File: src/rtl/la_orn_sticky.sv
// la_orn_sticky: sticky per-channel event capture with masked OR-reduction
// and a lowest-index priority encoder for interrupt/status aggregation.

// One channel: event detect (level or rising edge) and its sticky pending flag.
module la_orn_sticky_lane #(
    parameter int EDGE = 0
) (
    input  logic clk,
    input  logic nreset,
    input  logic in_bit,
    input  logic clr_bit,
    output logic pend_bit
);
    logic evt;

    generate
        if (EDGE != 0) begin : g_edge
            logic in_q;
            // Previous input sample; reset to 0 so an input already high
            // at release counts as a rising edge.
            always_ff @(posedge clk or negedge nreset) begin
                if (!nreset) in_q <= 1'b0;
                else         in_q <= in_bit;
            end
            assign evt = in_bit & ~in_q;
        end else begin : g_level
            assign evt = in_bit;
        end
    endgenerate

    // Sticky flag: a clear never wins against an event in the same cycle.
    always_ff @(posedge clk or negedge nreset) begin
        if (!nreset) pend_bit <= 1'b0;
        else         pend_bit <= (pend_bit & ~clr_bit) | evt;
    end
endmodule

module la_orn_sticky #(
    parameter int N      = 8,
    parameter int EDGE   = 0,
    parameter int OUTREG = 1,
    parameter     PROP   = "DEFAULT",
    localparam int IW    = (N > 2) ? $clog2(N) : 1
) (
    input  logic          clk,
    input  logic          nreset,
    input  logic [N-1:0]  in,
    input  logic [N-1:0]  mask,
    input  logic [N-1:0]  clr,
    output logic [N-1:0]  pend,
    output logic          z,
    output logic [IW-1:0] id
);
    logic [N-1:0]  act;
    logic          act_z;
    logic [IW-1:0] act_id;

    la_orn_sticky_lane #(.EDGE(EDGE)) u_lane [N-1:0] (
        .clk      (clk),
        .nreset   (nreset),
        .in_bit   (in),
        .clr_bit  (clr),
        .pend_bit (pend)
    );

    assign act = pend & ~mask;

    // Lowest set index wins: scan downward so the last hit is the lowest.
    // Encoder codes above N-1 are simply never produced.
    always_comb begin
        act_z  = |act;
        act_id = '0;
        for (int i = N - 1; i >= 0; i--) begin
            if (act[i]) act_id = IW'(i);
        end
    end

    generate
        if (OUTREG != 0) begin : g_oreg
            // Registered reduction: z/id lag pend/mask by one edge.
            always_ff @(posedge clk or negedge nreset) begin
                if (!nreset) begin
                    z  <= 1'b0;
                    id <= '0;
                end else begin
                    z  <= act_z;
                    id <= act_id;
                end
            end
        end else begin : g_ocomb
            assign z  = act_z;
            assign id = act_id;
        end
    endgenerate
endmodule

File: config.mk
export PLATFORM = sky130hd
export DESIGN_NAME = la_orn_sticky
export DESIGN_NICKNAME = d
export VERILOG_FILES = /design/src/rtl/la_orn_sticky.sv
export SDC_FILE = /design/constraint.sdc
export NUM_CORES = 1
export LEC_CHECK = 0
export CORE_AREA = 5 5 52 54
export DETAILED_ROUTE_END_ITERATION = 10
export DIE_AREA = 0 0 57 59
export DONT_BUFFER_PORTS = 1
export GPL_ROUTABILITY_DRIVEN = 0
export PLACE_DENSITY_LB_ADDON = 0.1
export SLEW_MARGIN = 20
export SYNTH_ARGS = -nofsm -noshare
export SYNTH_HDL_FRONTEND = slang
export SYNTH_SLANG_ARGS = --single-unit
File: constraint.sdc
create_clock -name clk -period 1.4 [get_ports clk]
set_clock_uncertainty 0.15 [all_clocks]
set_input_delay 0.28 -clock clk [delete_from_list [all_inputs] [get_ports clk]]
set_output_delay 0.28 -clock clk [all_outputs]
set_load 0.005 [all_outputs]
======== Word level (Yosys, flattened, before mapping) ========
Cells that the tools add are included.
operators by class
  mux-type cells .......................... 8
  bitwise operators ....................... 26
  reduce and logical (&&, ||, !) cells .... 1
operator list
  cell                count
  two-way mux 3 bit   8
  AND 1 bit           8
  AND 8 bit           1
  inverter 1 bit      8
  inverter 8 bit      1
  OR 1 bit            8
  OR reduction 8 bit  1
word-level totals
  flip-flop bits (word level) ............. 12
  input bits .............................. 26
  word-level logic and storage cells ...... 45

======== Depth between registers and ports, before layout ========
  depth after elaboration ................. 10
  gate-level depth with buffers ........... 3

======== Cells and area by module ========
From an unflattened synthesis, not the netlist that was laid out.
unflattened totals
  cell total of the unflattened synthesis .. 53
  area total of the unflattened synthesis .. 568.0 µm²
by module, submodules not included
  module              times used  cells each  area an instance (µm²)  seq. area each (µm²)
  la_orn_sticky_lane  8           3           36.3                    25.0
  la_orn_sticky       1           29          277.8                   100.1

======== Least setup slack after synthesis ========
No wires, ideal clock.
  path type ............................... register to register
  start ................................... reg u_lane[7].pend_bit
  end ..................................... reg z
  setup time .............................. 136 ps
  arrival time ............................ 934 ps
  required time ........................... 1114 ps
  path slack .............................. 180 ps
  cell stages (with the launch flop) ...... 4
  period minus slack after synthesis ...... 1220 ps
  cell sequence ........................... dfrtp_1 > nor2b_4 > a2111oi_4 > nand4b_1
on the way
  word-level cells in the longest chain between the ends .. 2
RTL lines
  element                 RTL line  source
  from (decl)             12        output logic pend_bit
  from (signal assigned)  34        else pend_bit <= (pend_bit & ~clr_bit) | evt;
  AND 8 bit               66        assign act = pend & ~mask;
  OR reduction 8 bit      71        act_z = |act;
  net act_z               55        logic act_z;
  to (signal assigned)    86        z <= act_z;
  to (decl)               51        output logic z,
The timed path passes the listed nets, and every way through them passes these cells.

======== Final worst setup path ========
  start ................................... reg u_lane[6].pend_bit
  end ..................................... reg z
on the way
  word-level cells in the longest chain between the ends .. 2
RTL lines
  element                 RTL line
  from (decl)             12
  from (signal assigned)  34
  AND 8 bit               66
  OR reduction 8 bit      71
  net act_z               55
The timed path passes the listed nets, and every way through them passes these cells.

==> qor.yml <==
finish:
  final_layout_size_suffix_gt1_share_pct: 12.1
  stdcell_count: 94
  n_fill_cell: 237
  area_growth_pct: 19.5
  num_antenna_cells: 0
  nNetsFinal: 93
synth:
  post_synth.cell_area_avg_sq_um: 10.5
  ys_warn_count: 0
  synth_top_area_share_pct: 48.3
  async_flop_share_pct: 100
  yosysMostFrequentCell: "dfrtp_1"
  synth.largest_area_cell: "dfrtp_1"
  syn-cell-area_sq_um: 622
  synth_edf_count: 0
  synth.distinct_cells: 21
  ys_ff_latch: 12
  synth_nets: 85
  synth_ff_type: "dfrtp_1"
  ys_seq_area_share_pct: 48.3
  synthCells: 59
  ys_top_cells_by_count: "dfrtp_1 (12), inv_1 (9), buf_4 (8)"
  yosys-top-cells-area: "dfrtp_1 (48%), buf_4 (9.7%), a21o_1 (6.0%), inv_1 (5.4%), a2111oi_4 (4.4%)"
power:
  peakVddDrop_mv: 0.432
  leakage_nw: 0.344
  powerDensity_nw_per_um2: 1040
clocking:
  ctsResizeCount: 0
  cts_made_buffers: 3
  ctsLongestPathBuffers: 2
  clk_pin_slew_ns: 0.08
  cts_tree: "yes"
  h-tree-depth: 1
  clock-sinks: 12
  worstSkewPairLatency_ns: 0.27
  cts_root_buf: "clkbuf_4"
run:
  drv_cap: 0
drt:
  drc: 0
  drtAntennaViolNets: 0
  num_vias: 410
  dr.pass1.iters: 2
  drt_iter0_drc: 3
  wire_per_inst_um: 14.0
  viasPerCell: 4.36
  drt_wl_total_um: 1320
placement:
  hpwl_um: 1030
  dpl.cell_count: 79
  portBuffers: 0
setup_path:
  cp.required_ns: 1.39
  max_stage_delay_ns: 0.42
  critPathBufInv: 0
  slowest_stage: "dfrtp_1"
  startpoint_type: "flip-flop"
  critical_path_class: "reg -> reg"
  cp_max_fo: 4
  end_kind: "flip-flop"
  cp.arrival_ns: 1.30
  cp_top_family: "flip-flops"
  path_cells: "nor2b_2 -> a2111oi_4 -> nand4b_1"
sta:
  clock.fmax_mhz: 765
  slew_headroom_pct: 63.4
  fin_crit_ns: 1.31
  tightest_slew_ns: 0.547
  hold_violations: 0
  setup_viol: 0
  rsz0062_at_grt: "no"
  finalMaxSlewViolations: 0
  period_share_pct: 93.4
  fin_tns_setup_ns: 0
die:
  die_x_um: 57
  dieArea_sq_um: 3360
  io-pin-count: 38
  coreArea_sq_um: 2170
  fp.dieH_um: 59
  rows: 17
  initial_utilization_pct: 28.7
worst_hold_path:
  hold_path.class: "in -> reg"
global_routing:
  first_global_vias: 500
  grt_pass1_wl_um: 2150
  grt_remaining_overflow: 0
  grt_usage_pct: 8.49
  grt_max_degree: 13
  antenna_found_initial: 0
outcome:
  run_status: "complete, no violations"
==> flip-flops by register name, indices dropped and copies added (netlist names) <==
signal           count
u_lane.pend_bit      8
z                    1
id                   3
==> layout make-up <==
class | instances | area, sq um | share of cell area (%)
clock buffers | 4 | 36.3 | 4.88
repair buffers | 11 | 110 | 14.8
inverters | 9 | 33.8 | 4.55
well taps | 28 | 35.0 | 4.71
multi-input cells | 30 | 228 | 30.6
flip-flops and latches | 12 | 300 | 40.4
==> through the flow <==
stage          hold slack, ns  utilization (%)  setup WS [ns]  instance area [sq um]  power (mW)
4_1_cts               0.00921             34.3         0.0857                    743       0.794
3_5_place_dp           -0.165             27.5         0.0946                    597       0.479
5_1_grt                0.0148             34.3        0.00600                    743       0.834
6_report               0.0205             34.3         0.0925                    743       0.774
3_3_place_gp           -0.165             27.5          0.111                    597       0.477
2_1_floorplan          -0.166                -          0.180                    622       0.482
==> logic make-up after synthesis <==
logic type	after synthesis	synth area share, %
buffers and inverters	17	15.1
DFF	12	48.3
AOI/OAI and AO/OA	14	19.5
and+or+nand+nor	16	17.1
==> worst register-to-register path, cell delays in order, from the launching register on <==
cell and delay [ns]:
dfrtp_1 0.42, nor2b_2 0.19, a2111oi_4 0.29, nand4b_1 0.13
==> placed cells by master (no fill, tap or decap) <==
cell,count
o211ai_1,1
nor2b_2,1
nor2b_4,1
a31oi_1,1
nand2b_1,4
nand4b_1,1
inv_1,9
a21o_1,5
nand3_1,2
dfrtp_1,12
a21o_2,1
clkbuf_8,1
o221ai_1,1
o21bai_1,2
clkbuf_4,3
nor4_1,1
nor2b_1,3
dlygate4sd3_1,11
o21ai_0,1
nand2_1,2
a21oi_1,1
a2111oi_4,1
or2b_1,1
==> report_power, final <==
| part | internal, mW | switching (mW) | total [mW] |
|---|---|---|---|
| clock network | 0.158 | 0.115 | 0.273 |
| registers | 0.372 | 0.0236 | 0.396 |
| logic | 0.0587 | 0.0464 | 0.105 |
==> final timing paths <==
| path | end | from | slack (ns) | cells after the start |
|---|---|---|---|---|
| worst min register to register | u_lane[7].pend_bit | u_lane[7].pend_bit | 0.40 | 1 |
| min in group asynchronous | u_lane[5].pend_bit | nreset | 0.28 | 1 |
| worst min-delay path | u_lane[3].pend_bit | clr[3] | 0.02 | 2 |
| worst max register to register | z | u_lane[6].pend_bit | 0.09 | 3 |
| max in group asynchronous | u_lane[1].pend_bit | nreset | 0.46 | 1 |
| worst max-delay path | z | u_lane[6].pend_bit | 0.09 | 3 |
==> repair_timing <==
item	in CTS	in global routing
buffers inserted	0	0
endpoints found under the hold margin	20	0
hold buffers	11	0
==> per-layer routing <==
metal	vias to the layer above	share of wire, %	global-route usage [%]
li1	199	-	-
met1	190	38	9.28
met2	19	51	13.7
met3	2	10	3.70
met4	0	0.99	4.97
met5	-	0	0
(Power assumes the default switching activity.)
